<file path="src/rtl/driver_dispensador_pkg.sv">
// Shared definitions for the dispenser output driver: state encodings, the upstream
// dispenser FSM encodings and the default board timing constants.
package driver_dispensador_pkg;

  typedef enum logic [1:0] {
    OCIOSO    = 2'b00,
    BOMBEANDO = 2'b01,
    PAUSA     = 2'b10,
    ALARME    = 2'b11
  } drv_estado_e;

  // Encodings of the upstream dispenser FSM that produces AD/A. The prefix keeps
  // its alarm literal distinct from the driver's own ALARME state.
  typedef enum logic [1:0] {
    FSM_ESPERAR = 2'b00,
    FSM_ALARME  = 2'b01,
    FSM_ACIONAR = 2'b10
  } fsm_estado_e;

  localparam int T_BOMBA_PADRAO = 50_000_000;
  localparam int T_PAUSA_PADRAO = 25_000_000;
  localparam int T_PISCA_PADRAO = 12_500_000;
  localparam int CW_PADRAO      = 26;

  localparam logic [7:0] DOSES_MAX = 8'd255;

  function automatic logic [7:0] incr_sat(input logic [7:0] v);
    if (v == DOSES_MAX) begin
      return v;
    end
    return v + 8'd1;
  endfunction

endpackage

</file>
<file path="src/rtl/driver_dispensador_temporizador_carga.sv">
// Loadable down-counter with zero flag; one instance is time-shared by the pump,
// pause and blink phases of the driver.
module temporizador_carga #(
  parameter int CW = 26
) (
  input  logic          clk,
  input  logic          reset,
  input  logic          carga,
  input  logic          habilita,
  input  logic [CW-1:0] valor,
  output logic          zero
);

  logic [CW-1:0] contagem_q;
  logic [CW-1:0] contagem_d;

  always_comb begin
    contagem_d = contagem_q;
    if (carga) begin
      contagem_d = valor;
    end else if (habilita && (contagem_q != '0)) begin
      contagem_d = contagem_q - {{(CW-1){1'b0}}, 1'b1};
    end
  end

  always_ff @(posedge clk or negedge reset) begin
    if (!reset) begin
      contagem_q <= '0;
    end else begin
      contagem_q <= contagem_d;
    end
  end

  assign zero = (contagem_q == '0);

endmodule

</file>
<file path="src/rtl/driver_dispensador.sv">
// Output driver for the dispenser: fixed-length pump pulse with post-dose lockout,
// latched blinking alarm, and a saturating dose counter.
module driver_dispensador
  import driver_dispensador_pkg::*;
#(
  parameter int T_BOMBA = T_BOMBA_PADRAO,
  parameter int T_PAUSA = T_PAUSA_PADRAO,
  parameter int T_PISCA = T_PISCA_PADRAO,
  parameter int CW      = CW_PADRAO
) (
  input  logic       clk,
  input  logic       reset,
  input  logic       AD,
  input  logic       A,
  output logic       BOMBA,
  output logic       LED_ALARME,
  output logic       SOM,
  output logic       OCUPADO,
  output logic [7:0] DOSES
);

  localparam logic [CW-1:0] CARGA_BOMBA = CW'(T_BOMBA - 1);
  localparam logic [CW-1:0] CARGA_PAUSA = CW'(T_PAUSA - 1);
  localparam logic [CW-1:0] CARGA_PISCA = CW'(T_PISCA - 1);

  drv_estado_e estado_q, estado_d;
  logic        armado_q, armado_d;
  logic        bomba_q, bomba_d;
  logic        led_q, led_d;
  logic        som_q, som_d;
  logic        ocupado_q, ocupado_d;
  logic [7:0]  doses_q, doses_d;

  logic          tmr_carga;
  logic          tmr_habilita;
  logic [CW-1:0] tmr_valor;
  logic          tmr_zero;

  temporizador_carga #(
    .CW(CW)
  ) u_temporizador (
    .clk      (clk),
    .reset    (reset),
    .carga    (tmr_carga),
    .habilita (tmr_habilita),
    .valor    (tmr_valor),
    .zero     (tmr_zero)
  );

  // Next state, timer control and dose counting. A is checked first everywhere so
  // an alarm always wins over a pending or running dose.
  always_comb begin
    estado_d     = estado_q;
    armado_d     = armado_q | ~AD;
    doses_d      = doses_q;
    tmr_carga    = 1'b0;
    tmr_habilita = 1'b0;
    tmr_valor    = '0;

    case (estado_q)
      OCIOSO: begin
        if (A) begin
          estado_d  = ALARME;
          tmr_carga = 1'b1;
          tmr_valor = CARGA_PISCA;
        end else if (AD && armado_q) begin
          estado_d  = BOMBEANDO;
          tmr_carga = 1'b1;
          tmr_valor = CARGA_BOMBA;
          armado_d  = 1'b0;
        end
      end
      BOMBEANDO: begin
        if (A) begin
          estado_d  = ALARME;
          tmr_carga = 1'b1;
          tmr_valor = CARGA_PISCA;
        end else if (tmr_zero) begin
          estado_d  = PAUSA;
          tmr_carga = 1'b1;
          tmr_valor = CARGA_PAUSA;
          doses_d   = incr_sat(doses_q);
        end else begin
          tmr_habilita = 1'b1;
        end
      end
      PAUSA: begin
        if (A) begin
          estado_d  = ALARME;
          tmr_carga = 1'b1;
          tmr_valor = CARGA_PISCA;
        end else if (tmr_zero) begin
          estado_d = OCIOSO;
        end else begin
          tmr_habilita = 1'b1;
        end
      end
      ALARME: begin
        if (tmr_zero) begin
          tmr_carga = 1'b1;
          tmr_valor = CARGA_PISCA;
        end else begin
          tmr_habilita = 1'b1;
        end
      end
      default: begin
        estado_d = OCIOSO;
      end
    endcase
  end

  // Outputs are decoded from the next state so they move on the same edge as it.
  always_comb begin
    bomba_d   = (estado_d == BOMBEANDO);
    som_d     = (estado_d == ALARME);
    ocupado_d = (estado_d == BOMBEANDO) || (estado_d == PAUSA);
    led_d     = 1'b0;
    if (estado_d == ALARME) begin
      if (estado_q != ALARME) begin
        led_d = 1'b1;
      end else if (tmr_zero) begin
        led_d = ~led_q;
      end else begin
        led_d = led_q;
      end
    end
  end

  always_ff @(posedge clk or negedge reset) begin
    if (!reset) begin
      estado_q  <= OCIOSO;
      armado_q  <= 1'b0;
      bomba_q   <= 1'b0;
      led_q     <= 1'b0;
      som_q     <= 1'b0;
      ocupado_q <= 1'b0;
      doses_q   <= 8'd0;
    end else begin
      estado_q  <= estado_d;
      armado_q  <= armado_d;
      bomba_q   <= bomba_d;
      led_q     <= led_d;
      som_q     <= som_d;
      ocupado_q <= ocupado_d;
      doses_q   <= doses_d;
    end
  end

  assign BOMBA      = bomba_q;
  assign LED_ALARME = led_q;
  assign SOM        = som_q;
  assign OCUPADO    = ocupado_q;
  assign DOSES      = doses_q;

endmodule

</file>
<file path="config.mk">
export PLATFORM = sky130hd
export DESIGN_NAME = driver_dispensador
export DESIGN_NICKNAME = d
export VERILOG_FILES = /design/src/rtl/driver_dispensador_pkg.sv /design/src/rtl/driver_dispensador_temporizador_carga.sv /design/src/rtl/driver_dispensador.sv
export SDC_FILE = /design/constraint.sdc
export NUM_CORES = 1
export LEC_CHECK = 0
export ABC_AREA = 1
export BUFFER_PORTS_ARGS = -buffer_cell sky130_fd_sc_hd__buf_2
export CAP_MARGIN = 20
export CORE_MARGIN = 1
export CORE_UTILIZATION = 45
export CTS_CLUSTER_DIAMETER = 120
export DETAILED_ROUTE_END_ITERATION = 8
export MAX_ROUTING_LAYER = met4
export SKIP_CTS_REPAIR_TIMING = 1
export SYNTH_ARGS = -nofsm -noshare
export SYNTH_HDL_FRONTEND = slang
export SYNTH_SLANG_ARGS = --single-unit
</file>
<file path="constraint.sdc">
create_clock -name clk -period 6.6 [get_ports clk]
set_clock_uncertainty 0.2 [all_clocks]
set_input_delay 1.32 -clock clk [delete_from_list [all_inputs] [get_ports clk]]
set_output_delay 1.32 -clock clk [all_outputs]
set_load 0.05 [all_outputs]
</file>
Word level (Yosys, flattened, before mapping):

Cells that the tools add are included.

* register bits after elaboration: 41
* latch bits: 0
* bits in writable memories: 0
* bits in read-only memories: 0
* input port bits: 4
* memories kept: 0

* $add $sub $neg: 2
* $mul: 0
* divide/modulo/power cells: 0
* order comparisons: 0
* eq/ne operators: 10
* shift operators: 0
* mux-type cells: 36
* bitwise logic cells: 4
* reduce and logical (&&, ||, !) cells: 9

Operators with widths (count)
* $mux W26: 4
* $pmux W26 S4: 1
* $mux W25: 2
* $mux W24: 2
* $logic_not A26 Y1: 1
* $reduce_bool A26 Y1: 1
* $sub A26 B1 Y26 const B: 1
* $mux W1: 17
* $mux W2: 6
* $add A8 B1 Y8 const B: 1
* $eq A2 B2 Y1 const B: 4
* $eq A8 B8 Y1 const B: 1
* $mux W8: 1
* $pmux W2 S3: 1
* $eq A2 B1 Y1 const B: 2
* $ne A2 B2 Y1 const B: 2
* $pmux W1 S4: 1
* $reduce_and A4 Y1: 1
* $ne A3 B1 Y1 const B: 1
* $not A1 Y1: 3
* $logic_and A1 B1 Y1: 2
* $logic_not A2 Y1: 1
* $pmux W1 S2: 1
* $reduce_bool A2 Y1: 1
* 3 further kinds: 3

Logic depth before layout (Yosys ltp):

Gate-level depths: netlist of run 1.

* depth after elaboration: 7
* mapped depth: 16

Cells and area by module:

Synthesis of run 1 repeated with hierarchy kept, for this count alone.

* cells, all modules: 467
* area total of the unflattened synthesis: 3080.5 um^2

Modules (own cells, without submodules)
* temporizador_carga: instances 1, cells each 332, area each 2079.5 um^2, seq. area each 650.6 um^2
* driver_dispensador: instances 1, cells each 135, area each 1001.0 um^2, seq. area each 375.4 um^2

Worst setup path after synthesis of run 1:

No wires, ideal clock.

* path type: input to register
* start point: in AD
* end point: reg led_q (netlist: LED_ALARME)
* library setup time: 119 ps
* arrival time: 2379 ps
* data required time: 6281 ps
* setup slack: 3902 ps
* stages on the path: 8
* path buffers: 0
* path through: nand2_1 -> or2_2 -> o211ai_1 -> nand4_1 -> a31oi_1 -> a22oi_1 -> ha_1 -> o21a_1

* cells in the longest elaborated chain, start to end: 6
* elaborated cells on any way between the ends: 7
* those cells by class: eq/ne: 2; mux: 4; reduce/logical: 1

Ends and longest elaborated chain
* start, declared: line driver_dispensador.sv:13 `input logic AD,`
* $logic_and A1 B1 Y1 (*): line driver_dispensador.sv:66 `end else if (AD && armado_q) begin`
* $mux W2 (*): line driver_dispensador.sv:66
* $mux W2 (*): line driver_dispensador.sv:62 `if (A) begin`
* $pmux W2 S3 (*): line driver_dispensador.sv:60 `case (estado_q)`
* via estado_d[1]: line driver_dispensador.sv:26 `drv_estado_e estado_q, estado_d;`
* $eq A2 B2 Y1 (*)
* via som_d: line driver_dispensador.sv:30 `logic som_q, som_d;`
* $ne A3 B1 Y1 (no line) / $mux W1 (equally long branches)
* end signal, assigned: line driver_dispensador.sv:142 `led_q <= led_d;`
* end, declared: line driver_dispensador.sv:29 `logic led_q, led_d;`

The timed path passes the listed nets; every way through them passes the cells marked *.
A chain may end at the register's enable or synchronous reset.

Worst setup path in the final report of run 1:

* start point: in AD
* end point: reg u_temporizador.contagem_q[10]

* cells in the longest elaborated chain, start to end: 5
* elaborated cells on any way between the ends: 6
* those cells by class: mux: 4; reduce/logical: 2

Ends and longest elaborated chain
* $logic_and A1 B1 Y1 (*): line driver_dispensador.sv:66
* $mux W1 (*): line driver_dispensador.sv:66
* $mux W1 (*): line driver_dispensador.sv:62
* $pmux W1 S4 (*): line driver_dispensador.sv:60
* $mux W26 / $reduce_bool A2 Y1 (equally long branches)
* end signal, assigned: line driver_dispensador_temporizador_carga.sv:30 `contagem_q <= contagem_d;`
* end, declared: line driver_dispensador_temporizador_carga.sv:14 `logic [CW-1:0] contagem_q;`

Mark *: on every way between the ends. The rest lies on a longest branch, timed or not.

==> results.toml, run 1 <==
[drt]
via_per_inst = 5.14
drt_iter0_drc = 153
wl_per_cell_um = 13.0
routed_wl_mm = 6.54
met1_length_mm = 3.29
met2_length_mm = 2.89
route.met3.wl_um = 188
highest_layer = "met4"
drc_errors = 0
first_pass_iters = 4
via_count = 2586
ant_nets = 0

[sta]
relSlewSlack_pct = 38.1
tightest_slew_ps = 929
setup_violations = 0
timing.fmax_ghz = 0.303
rsz0062_at_grt = "no"
hold_violations = 0
slew_viol_final = 0
setup_ws_ps = 3300
holdWs_ps = 283
setup-tns-final_ps = 0
min_period_ps = 3300
fin_crit_sh_pct = 50.1

[die]
core_area_um2 = 6030
die_area_um2 = 6700
io_pins = 16
start_util_pct = 47.6
die_y_um = 81.8
die_w_um = 81.8
rows = 28

[final_layout]
syn2layout_area_growth_pct = 8.25
final_layout_size_suffix_gt1_share_pct = 11.2
antenna_cells = 0
multi_input_area_um2 = 1620
stdcell_area_um2 = 3100
fin_nets = 439
final_cells = 503
seq_area_um2 = 1030
fillers = 617

[setup_path]
cp_slowest_cell = "nand3_2"
cp-end-kind = "register"
critPathBufInv = 3
crit_type = "input port to register"
slowest_delay_ps = 480
worst_path_most_repeated_cell = "nand2_1"
required_ps = 6600
worstPathCellList = "buf_2 -> nand2_1 -> or2_2 -> nand3_2 -> nand2_2 -> nand3_2 -> inv_2 -> nand2_1 -> nand2_1 -> inv_1"
crit_family = "simple AND/OR/NAND/NOR gates"
crit_arrival_ps = 3310
cp-start-kind = "input port"
crit_path_max_fanout = 22

[logic_synthesis]
netlist_top_cells_count = "nand2_1, nor2_1, inv_1"
synth_simple_gate_area_share_pct = 40.1
yosysTopAreaCellShare_pct = 35.8
ys_top_cells_by_area = "dfrtp_1, nand2_1, nor2_1"
syn_area_per_cell_um2 = 6.96
ys_ff_latch = 41
synth-main-ff-cell = "dfrtp_1"
synth_fp_nets = 424
synth_most_common_cell = "nand2_1"
synth_area_um2 = 2870
yosysUniqueCellTypes = 31
async_flop_share_pct = 100
yosysTopAreaCell = "dfrtp_1"
synth_xor_area_share_pct = 7.64
synth-compound-area-share_pct = 5.37
yosysSeqAreaShare_pct = 35.8
synth_cells = 412
synth_warnings = 0
synth_edf_count = 0
synth_mux_area_share_pct = 0
synth_top_family_by_area = "simple AND/OR/NAND/NOR gates"
synth_fa_ha_area_share_pct = 3.49

[global_routing]
grt_util_all_layers_pct = 23.0
grt_overflow = 0
grt_pass1_wl_mm = 11.4
grt_pass1_vias = 2450
antenna_found_initial = 0
grt_max_degree = 42

[cts]
clockBufferDepth = 2
clkTransAtPathRegs_ps = 80
clock_latency_ps = 300
cts.sinks = 41
cts_root_buf = "clkbuf_8"
htreeDepth = 2
cts_buffers = 5
cts_tree = "yes"

[placed_design]
dpl_worst_slack_ps = 2930
dpl.cell_count = 495
place_congestion = 0.950
io_buffers = 15
dp_hpwl_mm = 4.81
place_area_um2 = 2990

[power]
power_density_nw_per_um2 = 272
vdd_drop_max_mv = 0.129
total_leakage_power_uw = 0.00170

[outcome]
status = "complete, no violations"

[flow_run]
maxCapViolCount = 0

[worst_hold_path]
holdCritPathClass = "register to register"
==> power breakdown <==
part | switching [uW] | internal (uW) | total [uW]
clock network | 88.9 | 123 | 212
logic | 160 | 107 | 268
registers | 64.3 | 299 | 364
==> flip-flops by register name, indices dropped and copies added (netlist names) <==
signal and cells:
estado_q 2, SOM 1, LED_ALARME 1, OCUPADO 1, armado_q 1, BOMBA 1
u_temporizador.contagem_q 26, DOSES 8
==> metal layers <==
metal  GRT usage (%)  vias up
met1            30.8     1196
met5               -        -
li1                -     1320
met2            35.0       53
met4            8.60        0
met3            3.33       17
==> logic make-up (layout without fill, tap and decap cells) <==
group                    count (synthesis)  in the layout
XOR/XNOR                                25             25
AND/OR/NAND/NOR                        261            261
buffers and inverters                   51             67
adder cells (fa/ha/maj)                  8              8
flip-flops                              41             41
AO/OA/AOI/OAI                           26             26
==> per-stage QoR <==
stage	utilization, %	total power, uW
after floorplan	-	570
after global placement	49.6	634
after detailed placement	49.6	636
after CTS	51.5	851
after global routing	51.5	913
final	51.5	844
==> layout by cell type, fill, tap and decap left out, types with 3 or more instances in the layout <==
| cell | count |
|---|---|
| a21oi_1 | 4 |
| buf_2 | 15 |
| clkbuf_8 | 6 |
| dfrtp_1 | 41 |
| ha_1 | 8 |
| inv_1 | 42 |
| nand2_1 | 151 |
| nand2_2 | 5 |
| nand3_1 | 20 |
| nand3_2 | 11 |
| nand4_1 | 8 |
| nor2_1 | 49 |
| nor2_2 | 4 |
| nor3_1 | 8 |
| o211ai_1 | 3 |
| o21ai_0 | 12 |
| xnor2_1 | 9 |
| xor2_1 | 16 |
==> worst paths after layout <==
kind | depth (start not counted) | slack, ps | startpoint | end
max in group asynchronous | 1 | 4660 | reset | u_temporizador.contagem_q[23]
worst min register to register | 2 | 280 | u_temporizador.contagem_q[23] | u_temporizador.contagem_q[23]
worst max-delay path | 10 | 3300 | AD | u_temporizador.contagem_q[10]
min in group asynchronous | 1 | 960 | reset | u_temporizador.contagem_q[6]
worst min-delay path | 2 | 280 | u_temporizador.contagem_q[23] | u_temporizador.contagem_q[23]
worst max register to register | 15 | 3540 | u_temporizador.contagem_q[0] | u_temporizador.contagem_q[10]
==> cell type report <==
class,count,area share (%)
Clock inverter,1,0.967
Tap cell,75,3.02
Sequential cell,41,33.1
Multi-Input combinational cell,320,52.3
Inverter,43,5.20
Clock buffer,7,2.78
Timing Repair Buffer,16,2.66
==> tightest hold or removal path: stages (launching register included) <==
cell and delay, ps:
dfrtp_1 350, nand2_1 50, nand2_1 60
Power figures use the tool's default switching activity.
==> run 2, diff against run 1 <==
- ABC_AREA: 1 -> 0
- clock period: 6.6 -> 2.81 ns (I/O delays scaled with it)
==> run 2 against run 1 <==
  * Global-route usage shrank 3.5 points
  * First-iteration DRC count shrank 55%
  * Clock-buffer cell count shrank 2
  * Synthesized area shrank 12%
  * Die area shrank 12%
  * Routed wire length shrank 21%
  * Sequential power grew to 3.0 times the previous value
  * Design area shrank 11%
  * Worst setup slack lost 3000 ps
  * Power grew to 3.7 times the previous value
  * Register-to-register slack lost 3200 ps
==> results.toml, run 2 <==
[outcome]
status = "complete, no violations"

[logic_synthesis]
yosysUniqueCellTypes = 58
yosysSeqAreaShare_pct = 40.7
yosysTopAreaCell = "dfrtp_1"
syn_area_per_cell_um2 = 10.2
ys_top_cells_by_area = "dfrtp_1, xor2_1, xnor2_1"
synth_fp_nets = 260
synth_edf_count = 0
synth-main-ff-cell = "dfrtp_1"
ys_ff_latch = 41
synth_warnings = 0
synth_area_um2 = 2520
synth_most_common_cell = "dfrtp_1"
async_flop_share_pct = 100
netlist_top_cells_count = "dfrtp_1, nand2_1, nor2_1"
yosysTopAreaCellShare_pct = 40.7
synth_cells = 248

[drt]
route.met3.wl_um = 136
drt_iter0_drc = 69
drc_errors = 0
ant_nets = 0
highest_layer = "met4"
via_per_inst = 5.62
routed_wl_mm = 5.15
via_count = 1905
met2_length_mm = 2.26
met1_length_mm = 2.65
wl_per_cell_um = 15.2
first_pass_iters = 4

[cts]
htreeDepth = 2
cts_buffers = 5
clockBufferDepth = 2
clkTransAtPathRegs_ps = 80
cts_tree = "yes"
cts_root_buf = "clkbuf_8"
clock_latency_ps = 290
cts.sinks = 41

[power]
finalPower_uw = 3090
power_density_nw_per_um2 = 1110
total_leakage_power_uw = 0.00114
vdd_drop_max_mv = 0.588

[final_layout]
final_layout_size_suffix_gt1_share_pct = 21.6
final_cell_mix = "dfrtp_1, nand2_1, nor2_1, xor2_1, buf_2"
syn2layout_area_growth_pct = 10.0
fin_nets = 281
antenna_cells = 0
largest_reg_flops = 26
max_flop_register = "u_temporizador.contagem_q"
final_common_cell = "dfrtp_1"

[die]
core_area_um2 = 5240
die_y_um = 76.9
start_util_pct = 48.2
die_w_um = 76.9
die_area_um2 = 5910
rows = 26
io_pins = 16

[flow_run]
maxCapViolCount = 0

[sta]
tightest_slew_ps = 610
relSlewSlack_pct = 58.9
min_period_ps = 2490
setup_ws_ps = 319
timing.fmax_ghz = 0.401
setup_violations = 0
setup-tns-final_ps = 0
rsz0062_at_grt = "no"
slew_viol_final = 0
holdWs_ps = 129
fin_crit_sh_pct = 88.6
hold_violations = 0

[setup_path]
crit_path_max_fanout = 4
cp-end-kind = "register"
cp-start-kind = "register"
crit_type = "register to register"
required_ps = 2790
crit_arrival_ps = 2470
r2r_slack_ps = 320

[placed_design]
io_buffers = 15
dpl_worst_slack_ps = 329
place_congestion = 0.830
dp_hpwl_mm = 3.74

[global_routing]
grt_overflow = 0
grt_pass1_vias = 1817
grt_util_all_layers_pct = 19.5
antenna_found_initial = 0
grt_pass1_wl_mm = 8.89
grt_max_degree = 42

[worst_hold_path]
holdCritPathClass = "input port to async pin"
## run 2: final timing paths
kind | startpoint | endpoint | cells past startpoint
max in group asynchronous | reset | u_temporizador.contagem_q[4] | 2
hold reg to reg | DOSES[7] | DOSES[7] | 1
min in group clk | AD | armado_q | 2
hold / removal | reset | DOSES[0] | 2
setup reg to reg | u_temporizador.contagem_q[0] | LED_ALARME | 10
setup / recovery | u_temporizador.contagem_q[0] | LED_ALARME | 10
## run 2: stage by stage
| step | cell area (um2) | utilization, % | cells |
|---|---|---|---|
| detailed placement | 2670 | 51.0 | 332 |
| floorplan | 2520 | - | 248 |
| global placement | 2670 | 51.0 | 332 |
| finish | 2780 | 53.0 | 339 |
| global route | 2780 | 53.0 | 339 |
| CTS | 2780 | 53.0 | 339 |
## run 2: logic make-up after synthesis
family          count (synthesis)  share of synthesized area [%]
xor+xnor                       28                           9.72
buf+inv                        16                           4.12
fa+ha+maj                       8                           3.97
flops                          41                           40.7
simple gates                   99                           25.3
compound gates                 54                           15.3
mux                             2                          0.893
## run 2: routing by layer
metal	GRT usage (%)	vias to the layer above
met1	27.0	928
met5	-	-
met3	3.33	10
met2	28.8	32
li1	-	935
met4	6.15	0
## run 2: final cells by class
type                    count  area, um2
multi-input cells         191       1390
well taps                  70       87.6
fillers                   471       2460
flip-flops and latches     41       1030
clock buffers               5       68.8
inverters                   6       22.5
clock inverters             2       35.0
repair buffers             24        143
## run 2: power by group
group	total (uW)	switching, uW	internal [uW]
combinational	1550	934	612
clock	464	205	258
sequential	1080	260	816
total	3090	1400	1690
## run 2: critical path, stage by stage, from the launching register on
cell	delay [ps]
dfrtp_1	400
inv_1	70
ha_1	170
nor4b_2	280
nand4_2	240
or2_1	300
a22o_1	190
nand2_1	70
nand2_1	90
ha_1	250
a21boi_0	120
==> run 3, diff against run 2 <==
- CORE_UTILIZATION: 45 -> 55
- PLACE_DENSITY: unset -> 0.76
==> run 3 against run 2 <==
  * Clock power increased by 21%
  * Flip-flop and latch count unchanged
  * Die area decreased by 18%
  * Hold slack improved by 54 ps
  * Sequential power about the same
  * Highest routed layer unchanged
==> results.toml, run 3 (synthesis results as in run 2) <==
[setup_path]
slowest_delay_ps = 410
crit_start = "u_temporizador.contagem_q[1]"
crit_type = "register to register"
cp-start-kind = "register"
crit_family = "simple AND/OR/NAND/NOR gates"
critPathBufInv = 1
crit_path_max_fanout = 7
required_ps = 2790
crit_arrival_ps = 2480
worstPathCellList = "inv_1 -> ha_1 -> nor4b_2 -> nand4_2 -> nor2_4 -> nor2_1 -> o21ai_0 -> nand2_1 -> ha_1 -> a21boi_0"
cp_slowest_cell = "dfrtp_1"
cp-end-kind = "register"
reg2reg_from = "u_temporizador.contagem_q[1]"
worst_path_most_repeated_cell = "ha_1"

[global_routing]
busiest_layer = "met2"
grt_util_all_layers_pct = 24.2
grt_pass1_vias = 1867
grt_overflow = 0
grt_max_degree = 42
grt.met1_usage_pct = 34.4
grt.met3_usage_pct = 5.67
use_met2_pct = 35.5
grt_pass1_wl_mm = 9.05
antenna_found_initial = 0

[outcome]
status = "complete, no violations"

[cts]
cts_buffers = 5
clkTransAtPathRegs_ps = 80
htreeDepth = 2
clockBufferDepth = 2
clock_latency_ps = 300
cts_tree = "yes"
cts_root_buf = "clkbuf_8"
cts.sinks = 41

[power]
power_density_nw_per_um2 = 1150
finalPower_uw = 3200
total_leakage_power_uw = 0.00115
vdd_drop_max_mv = 0.762

[die]
io_pins = 16
start_util_pct = 57.5
rows = 24
die_area_um2 = 4860
core_area_um2 = 4380
die_w_um = 69.7
die_y_um = 69.7

[final_layout]
stdcell_area_um2 = 2780
final_layout_size_suffix_gt1_share_pct = 21.6
fin_nets = 280
max_flop_register = "u_temporizador.contagem_q"
syn2layout_area_growth_pct = 10.0
largest_reg_flops = 26
final_common_cell = "dfrtp_1"
final_cell_mix = "dfrtp_1, nand2_1, nor2_1, xor2_1, buf_2"
fillers = 359
antenna_cells = 0
final_core_util_pct = 63.3

[placed_design]
io_buffers = 15
place_area_um2 = 2640
dp_hpwl_mm = 3.68
place_congestion = 0.931

[sta]
min_period_ps = 2500
setup_violations = 0
slew_viol_final = 0
rsz0062_at_grt = "no"
relSlewSlack_pct = 40.2
tightest_slew_ps = 897
timing.fmax_ghz = 0.400
fin_crit_sh_pct = 89.0
setup-tns-final_ps = 0
hold_violations = 0

[worst_hold_path]
holdCritPathClass = "input port to async pin"

[drt]
ant_nets = 0
first_pass_iters = 4
wl_per_cell_um = 16.2
routed_wl_mm = 5.21
via_count = 1917
drc_errors = 0
drt_iter0_drc = 136
via_per_inst = 5.97

[flow_run]
maxCapViolCount = 0
-- run 3: changes by cell type in the layout (fill, tap and decap cells not counted), sizes merged --
cell,delta
buf,-1
bufinv,+1
-- run 3: final timing paths --
path | endpoint | slack, ps | depth (start not counted)
hold / removal | DOSES[2] | 180 | 1
setup / recovery | LED_ALARME | 310 | 10
hold reg to reg | DOSES[6] | 280 | 1
min in group clk | armado_q | 280 | 2
setup reg to reg | LED_ALARME | 310 | 10
max in group asynchronous | BOMBA | 1650 | 1
-- run 3: area by class of cell --
type,count,area [um2],area share [%]
Clock buffer,5,68.8,2.48
Timing Repair Buffer,23,135,4.87
Tap cell,52,65.1,2.34
Inverter,6,22.5,0.812
Clock inverter,3,65.1,2.34
Multi-Input combinational cell,191,1390,50.2
Sequential cell,41,1030,37.0
-- run 3: worst reg2reg max path, cell delays in order (launching register included) --
cell	delay (ps)
dfrtp_1	410
inv_1	60
ha_1	180
nor4b_2	280
nand4_2	230
nor2_4	240
nor2_1	90
o21ai_0	230
nand2_1	110
ha_1	230
a21boi_0	130
-- run 3: power breakdown --
group / internal (uW) / leakage [uW] / switching, uW
Sequential: 816 / 0.000513 / 265
Clock: 353 / 0.0000681 / 209
Combinational: 612 / 0.000573 / 945
-- run 3: through the flow --
stage	hold WS, ps	cells	setup WS (ps)
after floorplan	66.4	248	341
after global placement	280	313	365
after detailed placement	276	313	312
after CTS	226	321	312
after global routing	263	321	139
final	183	321	310
-- run 3: metal layers --
layer / vias up / wire length (um)
met4: 0 / 46
met3: 4 / 218
met2: 45 / 2470
met5: - / 0
met1: 934 / 2480
li1: 934 / -
